### src/rtl/bram_sd_seq_if.sv
// ---------------------------------------------------------------------------
// bram_sd_seq_if
// Sector/format bus between the backup-RAM sequencer and the hps_io side.
//
// Signals
//   sd_lba   [31:0]  sector address driven by the sequencer
//   sd_rd            sector read request  (image -> BRAM, i.e. load)
//   sd_wr            sector write request (BRAM -> image, i.e. save)
//   sd_ack           sector acknowledge from hps_io (high while it works)
//   fmt_addr [2:0]   save-format header word index
//   fmt_we           save-format header word write strobe
//
// Modports
//   master  : sequencer side (drives requests, receives sd_ack)
//   slave   : hps_io / BRAM side (receives requests, drives sd_ack)
// ---------------------------------------------------------------------------
interface bram_sd_seq_if;
    logic [31:0] sd_lba;
    logic        sd_rd;
    logic        sd_wr;
    logic        sd_ack;
    logic [2:0]  fmt_addr;
    logic        fmt_we;

    modport master (
        output sd_lba,
        output sd_rd,
        output sd_wr,
        output fmt_addr,
        output fmt_we,
        input  sd_ack
    );

    modport slave (
        input  sd_lba,
        input  sd_rd,
        input  sd_wr,
        input  fmt_addr,
        input  fmt_we,
        output sd_ack
    );
endinterface

### src/rtl/bram_sd_seq.sv
// ---------------------------------------------------------------------------
// bram_sd_seq
// Sequences backup-RAM transfers between the dual-port save RAM (port B) and
// the hps_io SD sector interface: manual load/save, autosave when the OSD
// opens, auto-load after a cart download, and save-format header writes.
// While a load runs, bk_loading is meant to hold the console core in reset.
//
// Parameters
//   SECTORS  512-byte sectors per image (power of 2, 2..256)
//   FMT_N    16-bit header words written by a format (1..8)
//   TO_W     watchdog counter width (only used with BKSEQ_TIMEOUT_EN)
//
// Configuration macro
//   BKSEQ_TIMEOUT_EN  when defined, a transfer that sees no sd_ack edge for
//                     2**TO_W-1 cycles is aborted and bk_err is raised.
//                     When undefined, XFER waits forever and bk_err = 0.
//
// Ports
//   clk_sys      system clock
//   reset_n      asynchronous active-low reset
//   bk_ena       save image mounted and writable
//   load_req     manual load request (rising edge acts)
//   save_req     manual save request (rising edge acts)
//   autosave_en  autosave option
//   osd_status   OSD open
//   bram_wr      core wrote BRAM this cycle
//   format_req   format request (rising edge acts)
//   download     cart download active
//   img_nz       mounted image size non-zero
//   sd           sector/format bus (master modport)
//   bk_state     transfer active
//   bk_loading   load active
//   bk_pending   unsaved BRAM writes exist
//   bk_err       watchdog abort flag
// ---------------------------------------------------------------------------
module bram_sd_seq #(
    parameter int SECTORS = 16,
    parameter int FMT_N   = 4,
    parameter int TO_W    = 20
) (
    input  logic                 clk_sys,
    input  logic                 reset_n,
    input  logic                 bk_ena,
    input  logic                 load_req,
    input  logic                 save_req,
    input  logic                 autosave_en,
    input  logic                 osd_status,
    input  logic                 bram_wr,
    input  logic                 format_req,
    input  logic                 download,
    input  logic                 img_nz,
    bram_sd_seq_if.master        sd,
    output logic                 bk_state,
    output logic                 bk_loading,
    output logic                 bk_pending,
    output logic                 bk_err
);

    localparam int LBA_W = (SECTORS > 1) ? $clog2(SECTORS) : 1;

    typedef enum logic [1:0] {
        ST_IDLE   = 2'd0,
        ST_XFER   = 2'd1,
        ST_FORMAT = 2'd2
    } state_t;

    state_t             state_reg, state_next;
    logic [LBA_W-1:0]   lba_reg, lba_next;
    logic               rd_reg, rd_next;
    logic               wr_reg, wr_next;
    logic [2:0]         fmt_addr_reg, fmt_addr_next;
    logic               fmt_we_reg, fmt_we_next;
    logic               bk_state_reg, bk_state_next;
    logic               bk_loading_reg, bk_loading_next;
    logic               bk_pending_reg, bk_pending_next;
    logic               fmt_pend_reg, fmt_pend_next;
    logic               auto_trig_d_reg;
    logic               download_d_reg;
    logic               ack_d_reg;

    // Request edge detectors: bit 0 load, bit 1 save, bit 2 format.
    logic [2:0]         req_in;
    logic [2:0]         req_d_reg;
    logic [2:0]         req_edge;

    assign req_in = {format_req, save_req, load_req};

    generate
        for (genvar gi = 0; gi < 3; gi++) begin : g_req_edge
            always_ff @(posedge clk_sys or negedge reset_n) begin
                if (!reset_n) begin
                    req_d_reg[gi] <= 1'b0;
                end else begin
                    req_d_reg[gi] <= req_in[gi];
                end
            end
            assign req_edge[gi] = req_in[gi] & ~req_d_reg[gi];
        end
    endgenerate

    logic load_edge, save_edge, fmt_edge;
    logic auto_trig, auto_edge, autoload_edge;
    logic ack_rise, ack_fall;
    logic pend_set;
    logic xfer_start, start_load, fmt_enter;

    assign load_edge     = req_edge[0];
    assign save_edge     = req_edge[1];
    assign fmt_edge      = req_edge[2];
    // Autosave fires once when the OSD opens with unsaved data present.
    assign auto_trig     = autosave_en & bk_pending_reg & osd_status;
    assign auto_edge     = auto_trig & ~auto_trig_d_reg;
    // Auto-load on the falling edge of a cart download.
    assign autoload_edge = download_d_reg & ~download & img_nz & bk_ena;
    assign ack_rise      = sd.sd_ack & ~ack_d_reg;
    assign ack_fall      = ~sd.sd_ack & ack_d_reg;
    // Writes made while the OSD is open are not counted as unsaved data.
    assign pend_set      = bk_ena & ~osd_status & bram_wr;

`ifdef BKSEQ_TIMEOUT_EN
    logic [TO_W-1:0]    to_cnt_reg, to_cnt_next;
    logic               bk_err_reg, bk_err_next;
`endif

    // ---------------- next-state / output logic ----------------
    always_comb begin
        state_next      = state_reg;
        lba_next        = lba_reg;
        rd_next         = rd_reg;
        wr_next         = wr_reg;
        fmt_addr_next   = fmt_addr_reg;
        fmt_we_next     = fmt_we_reg;
        bk_state_next   = bk_state_reg;
        bk_loading_next = bk_loading_reg;
        bk_pending_next = bk_pending_reg;
        fmt_pend_next   = fmt_pend_reg;
        xfer_start      = 1'b0;
        start_load      = 1'b0;
        fmt_enter       = 1'b0;
`ifdef BKSEQ_TIMEOUT_EN
        to_cnt_next     = to_cnt_reg;
        bk_err_next     = bk_err_reg;
`endif

        case (state_reg)
            ST_IDLE: begin
                if (autoload_edge) begin
                    xfer_start = 1'b1;
                    start_load = 1'b1;
                end else if (load_edge && bk_ena) begin
                    xfer_start = 1'b1;
                    start_load = 1'b1;
                end else if ((save_edge || auto_edge) && bk_ena) begin
                    xfer_start = 1'b1;
                end else if (fmt_pend_reg) begin
                    state_next    = ST_FORMAT;
                    fmt_we_next   = 1'b1;
                    fmt_addr_next = 3'd0;
                    fmt_enter     = 1'b1;
                end
            end

            ST_XFER: begin
                if (ack_rise) begin
                    rd_next = 1'b0;
                    wr_next = 1'b0;
                end else if (ack_fall) begin
                    if (lba_reg == LBA_W'(SECTORS - 1)) begin
                        state_next      = ST_IDLE;
                        bk_state_next   = 1'b0;
                        bk_loading_next = 1'b0;
                    end else begin
                        // Next sector: same direction as the transfer.
                        lba_next = lba_reg + LBA_W'(1);
                        rd_next  = bk_loading_reg;
                        wr_next  = ~bk_loading_reg;
                    end
                end
`ifdef BKSEQ_TIMEOUT_EN
                if (ack_rise || ack_fall) begin
                    to_cnt_next = '0;
                end else if (&to_cnt_reg) begin
                    state_next      = ST_IDLE;
                    rd_next         = 1'b0;
                    wr_next         = 1'b0;
                    bk_state_next   = 1'b0;
                    bk_loading_next = 1'b0;
                    bk_err_next     = 1'b1;
                end else begin
                    to_cnt_next = to_cnt_reg + TO_W'(1);
                end
`endif
            end

            ST_FORMAT: begin
                if (fmt_addr_reg == 3'(FMT_N - 1)) begin
                    state_next    = ST_IDLE;
                    fmt_we_next   = 1'b0;
                    fmt_addr_next = 3'd0;
                end else begin
                    fmt_addr_next = fmt_addr_reg + 3'd1;
                end
            end

            default: begin
                state_next = ST_IDLE;
            end
        endcase

        if (xfer_start) begin
            state_next      = ST_XFER;
            lba_next        = '0;
            bk_state_next   = 1'b1;
            bk_loading_next = start_load;
            rd_next         = start_load;
            wr_next         = ~start_load;
`ifdef BKSEQ_TIMEOUT_EN
            to_cnt_next     = '0;
            bk_err_next     = 1'b0;
`endif
        end

        // Starting a transfer saves everything, so it wins over a new write.
        if (xfer_start) begin
            bk_pending_next = 1'b0;
        end else if (pend_set) begin
            bk_pending_next = 1'b1;
        end

        // A format edge arriving on the entry cycle queues another format.
        if (fmt_enter) begin
            fmt_pend_next = 1'b0;
        end
        if (fmt_edge) begin
            fmt_pend_next = 1'b1;
        end
    end

    // ---------------- state register ----------------
    always_ff @(posedge clk_sys or negedge reset_n) begin
        if (!reset_n) begin
            state_reg       <= ST_IDLE;
            lba_reg         <= '0;
            rd_reg          <= 1'b0;
            wr_reg          <= 1'b0;
            fmt_addr_reg    <= 3'd0;
            fmt_we_reg      <= 1'b0;
            bk_state_reg    <= 1'b0;
            bk_loading_reg  <= 1'b0;
            bk_pending_reg  <= 1'b0;
            fmt_pend_reg    <= 1'b0;
            auto_trig_d_reg <= 1'b0;
            download_d_reg  <= 1'b0;
            ack_d_reg       <= 1'b0;
        end else begin
            state_reg       <= state_next;
            lba_reg         <= lba_next;
            rd_reg          <= rd_next;
            wr_reg          <= wr_next;
            fmt_addr_reg    <= fmt_addr_next;
            fmt_we_reg      <= fmt_we_next;
            bk_state_reg    <= bk_state_next;
            bk_loading_reg  <= bk_loading_next;
            bk_pending_reg  <= bk_pending_next;
            fmt_pend_reg    <= fmt_pend_next;
            auto_trig_d_reg <= auto_trig;
            download_d_reg  <= download;
            ack_d_reg       <= sd.sd_ack;
        end
    end

`ifdef BKSEQ_TIMEOUT_EN
    always_ff @(posedge clk_sys or negedge reset_n) begin
        if (!reset_n) begin
            to_cnt_reg <= '0;
            bk_err_reg <= 1'b0;
        end else begin
            to_cnt_reg <= to_cnt_next;
            bk_err_reg <= bk_err_next;
        end
    end
    assign bk_err = bk_err_reg;
`else
    // No watchdog: the flag can never be raised. TO_W appears here only so
    // the parameter is referenced in this build; the expression is always 0.
    assign bk_err = 1'b0 && (TO_W < 0);
`endif

    // ---------------- outputs ----------------
    assign sd.sd_lba   = 32'(lba_reg);
    assign sd.sd_rd    = rd_reg;
    assign sd.sd_wr    = wr_reg;
    assign sd.fmt_addr = fmt_addr_reg;
    assign sd.fmt_we   = fmt_we_reg;
    assign bk_state    = bk_state_reg;
    assign bk_loading  = bk_loading_reg;
    assign bk_pending  = bk_pending_reg;

endmodule

### src/flat_wrapper.sv
// flat-port wrapper written by rule: the top's interface ports become plain ports
module bram_sd_seq_flat 
#(
    parameter int SECTORS = 16,
    parameter int FMT_N   = 4,
    parameter int TO_W    = 20
)
  (clk_sys, reset_n, bk_ena, load_req, save_req, autosave_en, osd_status, bram_wr, format_req, download, img_nz, bk_state, bk_loading, bk_pending, bk_err, sd_sd_lba, sd_sd_rd, sd_sd_wr, sd_fmt_addr, sd_fmt_we, sd_sd_ack);
  bram_sd_seq_if sd_i ();
  input  logic clk_sys;
  input  logic reset_n;
  input  logic bk_ena;
  input  logic load_req;
  input  logic save_req;
  input  logic autosave_en;
  input  logic osd_status;
  input  logic bram_wr;
  input  logic format_req;
  input  logic download;
  input  logic img_nz;
  output logic bk_state;
  output logic bk_loading;
  output logic bk_pending;
  output logic bk_err;
  output wire logic [$bits(sd_i.sd_lba)-1:0] sd_sd_lba;
  output wire logic [$bits(sd_i.sd_rd)-1:0] sd_sd_rd;
  output wire logic [$bits(sd_i.sd_wr)-1:0] sd_sd_wr;
  output wire logic [$bits(sd_i.fmt_addr)-1:0] sd_fmt_addr;
  output wire logic [$bits(sd_i.fmt_we)-1:0] sd_fmt_we;
  input wire logic [$bits(sd_i.sd_ack)-1:0] sd_sd_ack;
  assign sd_sd_lba = sd_i.sd_lba;
  assign sd_sd_rd = sd_i.sd_rd;
  assign sd_sd_wr = sd_i.sd_wr;
  assign sd_fmt_addr = sd_i.fmt_addr;
  assign sd_fmt_we = sd_i.fmt_we;
  assign sd_i.sd_ack = sd_sd_ack;
  bram_sd_seq #(.SECTORS(SECTORS), .FMT_N(FMT_N), .TO_W(TO_W)) u_core (.clk_sys(clk_sys), .reset_n(reset_n), .bk_ena(bk_ena), .load_req(load_req), .save_req(save_req), .autosave_en(autosave_en), .osd_status(osd_status), .bram_wr(bram_wr), .format_req(format_req), .download(download), .img_nz(img_nz), .sd(sd_i), .bk_state(bk_state), .bk_loading(bk_loading), .bk_pending(bk_pending), .bk_err(bk_err));
endmodule
### config.mk
export PLATFORM = sky130hd
export DESIGN_NAME = bram_sd_seq_flat
export DESIGN_NICKNAME = d
export VERILOG_FILES = /design/src/rtl/bram_sd_seq_if.sv /design/src/rtl/bram_sd_seq.sv /design/src/flat_wrapper.sv
export SDC_FILE = /design/constraint.sdc
export NUM_CORES = 1
export LEC_CHECK = 0
export BUFFER_PORTS_ARGS = -buffer_cell sky130_fd_sc_hd__buf_2
export CAP_MARGIN = 30
export CORE_MARGIN = 3
export CORE_UTILIZATION = 40
export CTS_CLUSTER_SIZE = 10
export DETAILED_ROUTE_END_ITERATION = 16
export PLACE_DENSITY = 0.7
export SKIP_CTS_REPAIR_TIMING = 1
export SLEW_MARGIN = 15
export SYNTH_ARGS = -nofsm -noshare
export SYNTH_HDL_FRONTEND = slang
export SYNTH_SLANG_ARGS = --single-unit
### constraint.sdc
create_clock -name clk_sys -period 1.8 [get_ports clk_sys]
set_input_delay 0 -clock clk_sys [delete_from_list [all_inputs] [get_ports clk_sys]]
set_output_delay 0 -clock clk_sys [all_outputs]
set_load 0.02 [all_outputs]
# Word-level counts from Yosys, hierarchy flattened
# Index checks and enable logic that the tools add are counted.
# totals
reg_bits,22
elab_cells,137
# classes
n_eq_ne,20
mux,59
n_reduce_logical,17
n_bitwise,23
addsub,2
# ops
op,n
$mux 1,37
$mux 4,5
$mux 2,9
$mux 3,5
$ne 3x1->1 const B,5
$and 1x1->1,13
$reduce_bool 2->1,6
$not 1->1,10
$ne 2x2->1 const B,4
$reduce_and 4->1,2
$reduce_and 8->1,1
$ne 2x1->1 const B,3
$ne 3x2->1 const B,2
$ne 3x3->1 const B,2
$pmux 2 s3,1
$pmux 3 s2,1
$reduce_and 6->1,1
$reduce_and 5->1,1
$add 4x1->4 const B,1
$eq 4x4->1 const B,1
$add 3x1->3 const B,1
$eq 3x2->1 const B,1
$reduce_and 3->1,1
$reduce_bool 3->1,1
other kinds (6),7

# Longest topological paths before layout
# Gate-level depths: netlist of run 1.
# logic_depth
depth_word,11
ltp_mapped,6
mapped_depth_nobuf,6

# Worst setup path after synthesis of run 1
# OpenSTA, ideal clock, no wires.
# synth_path
kind,flip-flop to flip-flop
start,register u_core.lba_reg[0]
end,register u_core.lba_reg[3]
t_required_ns,1.675
slack_ns,0.270
setup_ns,0.125
n_path_buf,0
period_less_slack_ns,1.530
path_stages_with_launch,7
arrival_time_ns,1.405
path_cell_list,dfrtp_1 ha_1 nand3_1 and3_4 nand4_2 xor2_1 nor2_2
# synth_between
elab_chain_cells,6
elab_cells_between_ends,9
# synth_rtl
item,line,source
start: declaration,bram_sd_seq.sv:68,"logic [LBA_W-1:0] lba_reg, lba_next;"
start signal: assignment,bram_sd_seq.sv:257,lba_reg <= lba_next;
$add 4x1->4,bram_sd_seq.sv:174,lba_next = lba_reg + LBA_W'(1);
$mux 4,bram_sd_seq.sv:168,if (lba_reg == LBA_W'(SECTORS - 1)) begin
$mux 4,bram_sd_seq.sv:167,end else if (ack_fall) begin
$mux 4,bram_sd_seq.sv:164,if (ack_rise) begin
$mux 4,bram_sd_seq.sv:145,case (state_reg)
$mux 4,bram_sd_seq.sv:210,if (xfer_start) begin
# Several ways; a longest one is shown, not always the timed one. The select of a mux whose other input is x is not followed.
# A chain may end at the register's enable or synchronous reset.

# Worst setup path after layout of run 1
# Ends and elaborated chain as after synthesis.

==> results summary, run 1 <==
Ranked by instance count, the synthesized netlist is headed by buf_4, dfrtp_1, nand2_1. The growth of design area from synthesis to finish came out at 15.6%. The post-synthesis async set-or-reset flop share came out at 100%. The clock edge transition at the registers on the reported setup and hold paths came out at ~0.12 ns.

The number of pins with negative max-slew slack in the final report came to 0. The peak ir drop on the vdd network is around 0.00058 V. In this run the mean area of a mapped cell was 9.39 um2. The most used routing layer is met2.

The leakage power came out at ~0.73 nW. The total setup violations reported at the end of the flow is 0. The share of synthesized area occupied by flip-flops and latches came out at 45.5%.

The flow ran to the end, and the final reports show no timing, DRC or antenna violations. The largest total area in the synthesized netlist belongs to dfrtp_1. The CTS tree is yes. The number of hold violations in the final report is 0. The final estimated routing congestion in global placement is 0.787. In the final timing run, aggregate negative setup slack is 0 ns. After floorplanning, the core was sized to cover between 2000 and 3000 um2. The multi-input gate area in the final layout is between 500 and 600 um2. The final critical path time including I/O delays and setup came out at 1.57 ns. The number of antenna violations at the first check in global routing is 0. The net count of the finished layout is 180. The final cycle utilization of the critical path is approximately 87%. Detailed routing inserted a total of around 920 vias. The share of final-layout standard cells stronger than drive strength 1 came out at 20.6%.

Among all flip-flop cells after synthesis, the most frequent one is dfrtp_1. Walking the worst path, the cells encountered are ha_1, nand3_1, and3_4, nand4_2, xor2_1, nor2_2. The met1 track demand over resource in global routing came out at 15.1%. The post-synthesis sequential element count is 22.

The final worst-path setup slack came out at 0.234 ns. The post-route clock skew came out at ~0.0048 ns. Setup repair after global routing left no endpoint under its margin. The number of cells in the design after placement came out at approximately 180.

The sum of overflow across all layers after global routing came out at 0. The number of instances in the synthesized netlist is roughly 130. For this run, the total global-route usage over all layers was measured as 11.9%. The largest buffer count on any clock path is 2. The post-placement cell area is 1260 um2. The pre-CTS setup slack is about 0.25 ns. Clock tree synthesis selected as its root buffer the cell clkbuf_4. The number of global-route vias before repair is between 700 and 800. The first global-routing pass estimated 3310 um of wire. In this run the worst hold path is classified as in -> reg.

The data arrival time of the critical path is ~1.8 ns. The area of all placed cells without fillers came out at roughly 1400 um2. The clock reaches the later pin of the worst-skew pair after 0.30 ns. Along the worst path, the maximum fanout reaches 6.

The Yosys step of the flow raised 0 warnings. The die boundary width came out at ~61 um. The top cell type by area accounts for ~45% of the synthesized area.

Dividing total power by cell area gives a power density of ~1300 nW/um2. The layout filler cell count is about 260. On the worst path, the slowest cell contributes a delay of 0.44 ns. The tool flagged a number of max-cap violations equal to 0. The effective utilization at floorplan is 42.8%. In this run, CTS created clock tree buffers numbering 3. buf_4 is the most common cell in the netlist. The slowest stage of the critical path is the dfrtp_1 cell. The kind of cell adding the most delay to the critical path is simple AND/OR/NAND/NOR gates.

The number of iterations in the first detailed-routing pass came out at 4. The combined flip-flop and latch cell area is around 550 um2. The total wire length is 2180 um. The met2 track utilization from global routing is 20.4%. The buffering stage count on the worst path with inverters included came out at 0.

Entering global routing, the biggest net connects 23 pins. The synthesized design contains 0 enable-type register cells. The worst endpoint required time is slightly below 2 ns. The launching element type of the critical path is a flop. The H-tree level count came out at 1. The netlist area before placement is between 1000 and 1500 um2. The critical path in this run is classified as reg -> reg. The detailed-route wire length per cell came out at about 11 um. The detail route stage leaves a number of antenna-violating nets equal to 0. The number of antenna repair diodes is 0. The number of distinct standard cells referenced by the synthesized netlist came out at 30. The number of I/O pins is 54.

Port buffering added 24 buffers. The DRC violation count after routing came out at 0. The number of flip-flops in the largest register came out at 4. By area the synthesized netlist is led by dfrtp_1, buf_4, nand2_1. Based on the critical path, the design can be clocked at up to between 600 and 700 MHz. In the routed layout, each cell is associated on average with a via count of between 4 and 5. The clock sink total came out at 22. The category of the worst setup path capture point is a flop.

The site row count is 19. The global-route track usage on met3 came out at 1.89%. The non-filler instance count after layout is about 200.

The height of the chip came out at 61.0 um. The die footprint is around 3700 um2. The final HPWL from detailed placement came out at ~1700 um. The violation count after the first detailed-routing iteration is 14.
==> path summary, 6_finish.rpt <==
path | startpoint | depth (start not counted) | endpoint | slack [ns]
worst min-delay path | bk_ena | 3 | u_core.bk_loading$_DFFE_PN0P_ | 0.007
worst min register to register | u_core.req_d_reg[2]$_DFF_PN0_ | 1 | u_core.fmt_pend_reg$_DFFE_PN0P_ | 0.45
worst max-delay path | u_core.lba_reg[0]$_DFFE_PN0P_ | 6 | u_core.lba_reg[3]$_DFFE_PN0P_ | 0.23
max in group asynchronous | reset_n | 2 | u_core.bk_loading$_DFFE_PN0P_ | 1.31
worst max register to register | u_core.lba_reg[0]$_DFFE_PN0P_ | 6 | u_core.lba_reg[3]$_DFFE_PN0P_ | 0.23
min in group asynchronous | reset_n | 2 | u_core.req_d_reg[0]$_DFF_PN0_ | 0.17
==> stage by stage <==
| stage | power, mW | hold WS (ns) | util, % |
|---|---|---|---|
| finish | 1.86 | 0.00722 | 49.5 |
| floorplan | 1.31 | -0.296 | - |
| global route | 2.00 | 0.00172 | 49.5 |
| detailed placement | 1.49 | -0.0131 | 44.4 |
| CTS | 1.86 | -0.357 | 46.3 |
| global placement | 1.46 | -0.0206 | 44.4 |
==> routing by layer <==
| layer | share of wire [%] | wire length [um] |
|---|---|---|
| met1 | 43 | 942 |
| met2 | 50 | 1090 |
| met3 | 6.1 | 132 |
| met4 | 0.41 | 9 |
| met5 | 0 | 0 |
==> worst register-to-register path, delay by kind of cell (launching register included) <==
kind | cells | cell delay, ns
DFF | 1 | 0.44
xor gates and xnor gates | 1 | 0.19
and+or+nand+nor | 4 | 0.60
adders and majority gates | 1 | 0.24
==> layout by cell type, fill, tap and decap left out, types with 2 or more instances in the layout <==
| cell | count |
|---|---|
| ha_1 | 2 |
| o22ai_1 | 3 |
| nor2_1 | 7 |
| nor2b_1 | 2 |
| nor3_1 | 2 |
| xor2_1 | 2 |
| nand3b_1 | 2 |
| a31oi_1 | 3 |
| dlygate4sd3_1 | 9 |
| nor2_2 | 2 |
| o21ai_0 | 4 |
| nand2_1 | 15 |
| conb_1 | 29 |
| nand3_1 | 5 |
| dfrtp_1 | 22 |
| buf_2 | 24 |
| o211ai_1 | 2 |
| a21oi_1 | 6 |
| inv_1 | 8 |
| clkbuf_4 | 3 |
==> power by group <==
| part | total [mW] | internal [mW] | leakage (nW) | switching, mW |
|---|---|---|---|---|
| clock network | 0.370 | 0.225 | 0.0279 | 0.145 |
| registers | 0.768 | 0.631 | 0.268 | 0.137 |
| logic | 0.722 | 0.271 | 0.437 | 0.451 |
| total | 1.86 | 1.13 | 0.733 | 0.733 |
==> cell families after synthesis <==
family	Yosys count	synth area share, %
compound gates	23	12.0
xor+xnor	3	2.17
fa+ha+maj	2	2.07
buf+inv	37	20.5
flops	22	45.5
other cells	1	0.310
simple gates	41	17.6
==> cell type report <==
| type | count | area share (%) |
|---|---|---|
| tap | 31 | 2.77 |
| inverter | 8 | 2.14 |
| multi-input combinational | 98 | 37.0 |
| clock buffer | 3 | 1.61 |
| sequential | 22 | 39.3 |
| clock inverter | 1 | 2.14 |
| timing repair buffer | 33 | 15.0 |
Note: power is estimated with default switching activity, not from simulation.
==> run 2, diff against run 1 <==
--- a/config.mk
+++ b/config.mk
@@ -7,10 +7,12 @@
 export LEC_CHECK = 0
 export BUFFER_PORTS_ARGS = -buffer_cell sky130_fd_sc_hd__buf_2
 export CAP_MARGIN = 30
+export CORE_ASPECT_RATIO = 0.9
 export CORE_MARGIN = 3
 export CORE_UTILIZATION = 40
 export CTS_CLUSTER_SIZE = 10
 export DETAILED_ROUTE_END_ITERATION = 16
+export GPL_TIMING_DRIVEN = 0
 export PLACE_DENSITY = 0.7
 export SKIP_CTS_REPAIR_TIMING = 1
 export SLEW_MARGIN = 15
==> run 2 against run 1 <==
Effect of this change: flip-flop and latch count unchanged; utilization up 7.7 points; clock skew up 0.0018 ns; final cell count up 19%.
==> results summary, run 2 (synthesis results as in run 1) <==
The die boundary width is 64 um (+4.9%). The run finished with clean final reports. The final HPWL from detailed placement came out at 1820 um (+9.6%). The final cell utilization of the core is 57.2% (+7.7 points). The final cycle utilization of the critical path is 86.6% (-0.37 points). The post-route clock skew came to 0.00657 ns (+0.00176 ns). The number of antenna violations at the first check in global routing came out at 0 (unchanged).

The height of the chip is 58.2 um (-4.6%). The layout filler cell count came to 251 (-4.6%). The overall via count from detail_route is 1009 (+9.2%). The peak ir drop on the vdd network came to 0.000512 V (-11%). The launch instance of the worst register-to-register path is u_core.lba_reg[0]$_DFFE_PN0P_. The total CTS buffers came out at 3 (unchanged). The net total in the final layout was 210 (+17%). The multi-input gate area in the final layout is 518 um2 (unchanged). The violation count after the first detailed-routing iteration came out at 9 (-5).

The placeable core region came out at 2820 um2 (-0.49%). The H-tree level count is 1 (unchanged). STA classifies the critical path endpoint as a flop. The number of buffers inserted by port buffering came out at 24 (unchanged). The site row count is 18 (-1). The maximum number of pins on one net before global-route repair was 23 (unchanged). The total power came out at 1.74 mW (-6.2%).

The number of flip-flops in the largest register came out at 4 (unchanged). The endpoint identified for the worst register-to-register timing path is u_core.lba_reg[3]$_DFFE_PN0P_. The worst setup path is launched from a flop.

The power per unit of standard cell area is 1080 nW/um2 (-18%). In this run the most critical hold path is launched from osd_status. Setup repair after global routing left no endpoint under its margin. The cell sitting at the root of the clock tree is a clkbuf_4. The clock edge transition at the registers on the reported setup and hold paths is 0.11 ns (about the same). The detailed-route wire length per cell is 9.77 um (-12%). The post-placement cell area came out at 1490 um2 (+18%). The CTS tree is yes. The pre-CTS setup slack is 0.251 ns (+0.00408 ns). The final total negative setup slack came out at 0 ns (unchanged). The leakage power came out at 0.881 nW (+20%).

The number of hold violations in the final report is 0 (unchanged). The logic depth of the worst register-to-register path was 6 (unchanged). The effective utilization at floorplan came out at 43.0% (+0.21 points).

The die footprint is 3720 um2 (about the same). The final estimated routing congestion in global placement is 0.746 (-5.2%). The non-filler instance count after layout is 234 (+19%).

The number of pins with negative max-slew slack in the final report came out at 0 (unchanged). The number of instances on the worst hold path came out at 4 (+1). The number of max-capacitance violations reported was 0 (unchanged).

The setup path with the least slack is of type reg -> reg. The number of cells in the design after placement is 221 (+21%). The clock sink total came to 22 (unchanged).

The number of iterations in the first detailed-routing pass came out at 4 (unchanged). The mean number of vias per cell is 4.31 (-8.5%). The data arrival time of the critical path was 1.76 ns (about the same). The final worst-path setup slack came out at 0.240 ns (+0.00663 ns). The total wire length came out at 2290 um (+5.1%). The number of antenna repair diodes is 0 (unchanged). The clock latency on the worst-skew pair came out at 0.30 ns (about the same). The share of final-layout standard cells stronger than drive strength 1 is 32.0% (+11 points). The total setup violations reported at the end of the flow came out at 0 (unchanged). The maximum fanout along the worst path is 6 (unchanged). The combined flip-flop and latch cell area came out at 551 um2 (unchanged). The all-layer global routing usage is 12.1% (+0.19 points). The sum of overflow across all layers after global routing is 0 (unchanged). For hold timing, the worst endpoint is u_core.bk_pending$_DFFE_PN0P_. The highest clock rate came out at 641 MHz (+0.43%). The largest buffer count on any clock path is 2 (unchanged). The type of the most critical hold path is in -> reg.

The reg2reg setup slack is 0.24 ns (about the same). The number of I/O pins was 54 (unchanged). The area of all placed cells without fillers came out at 1610 um2 (+15%). The growth of design area from synthesis to finish is 32.9%. The worst endpoint required time is 2.00 ns (about the same). The number of global-route vias before repair is 914 (+18%).

The first-pass GRT wire length came out at 3610 um (+9.2%). Leaving out fill and tap cells, the most frequent cells in the layout are buf_4, conb_1, buf_2. The DRC violation count after routing is 0 (unchanged). The post-detailed-route count of antenna-violating nets is 0 (unchanged). The post-route worst hold slack came out at 0.00340 ns (-0.00382 ns). The final critical path time including I/O delays and setup was 1.56 ns (-0.00663 ns).
-- run 2: critical path, cell delays in order (launching register included) --
cell	delay, ns
dfrtp_1	0.45
ha_1	0.23
nand3_1	0.18
and3_4	0.25
nand4_2	0.11
xor2_1	0.19
nor2_2	0.04
-- run 2: metal layers --
| layer | global-route usage [%] | vias up | part of all wire (%) |
|---|---|---|---|
| met4 | 5.54 | 0 | 1.7 |
| met5 | 0 | - | 0 |
| met2 | 21.4 | 42 | 50 |
| met3 | 3.29 | 5 | 8.2 |
| met1 | 13.7 | 455 | 40 |
| li1 | - | 507 | - |
-- run 2: how the worst max path moves through the flow --
stage / startpoint / endpoint / slack (ns) / cells after the start
5_1_grt: u_core.lba_reg[1]$_DFFE_PN0P_ / u_core.bk_state$_DFFE_PN0P_ / 0.15 / 5
3_3_place_gp: u_core.lba_reg[0]$_DFFE_PN0P_ / u_core.lba_reg[3]$_DFFE_PN0P_ / 0.28 / 6
6_report: u_core.lba_reg[0]$_DFFE_PN0P_ / u_core.lba_reg[3]$_DFFE_PN0P_ / 0.24 / 6
3_5_place_dp: u_core.lba_reg[0]$_DFFE_PN0P_ / u_core.lba_reg[3]$_DFFE_PN0P_ / 0.25 / 6
2_1_floorplan: u_core.lba_reg[0]$_DFFE_PN0P_ / u_core.lba_reg[3]$_DFFE_PN0P_ / 0.27 / 6
4_1_cts: u_core.lba_reg[0]$_DFFE_PN0P_ / u_core.lba_reg[3]$_DFFE_PN0P_ / 0.22 / 6
-- run 2: layout make-up --
class / count / area share, %
Multi-Input combinational cell: 98 / 32.2
Inverter: 8 / 1.87
Sequential cell: 22 / 34.2
Clock buffer: 3 / 1.40
Buffer: 29 / 13.5
Timing Repair Buffer: 34 / 13.7
Tap cell: 40 / 3.11
-- run 2: report_power, final --
group / leakage, nW / internal [mW] / total, mW / switching (mW)
Clock: 0.0138 / 0.0782 / 0.215 / 0.137
Sequential: 0.268 / 0.631 / 0.757 / 0.126
Combinational: 0.599 / 0.314 / 0.772 / 0.458
Total: 0.881 / 1.02 / 1.74 / 0.721
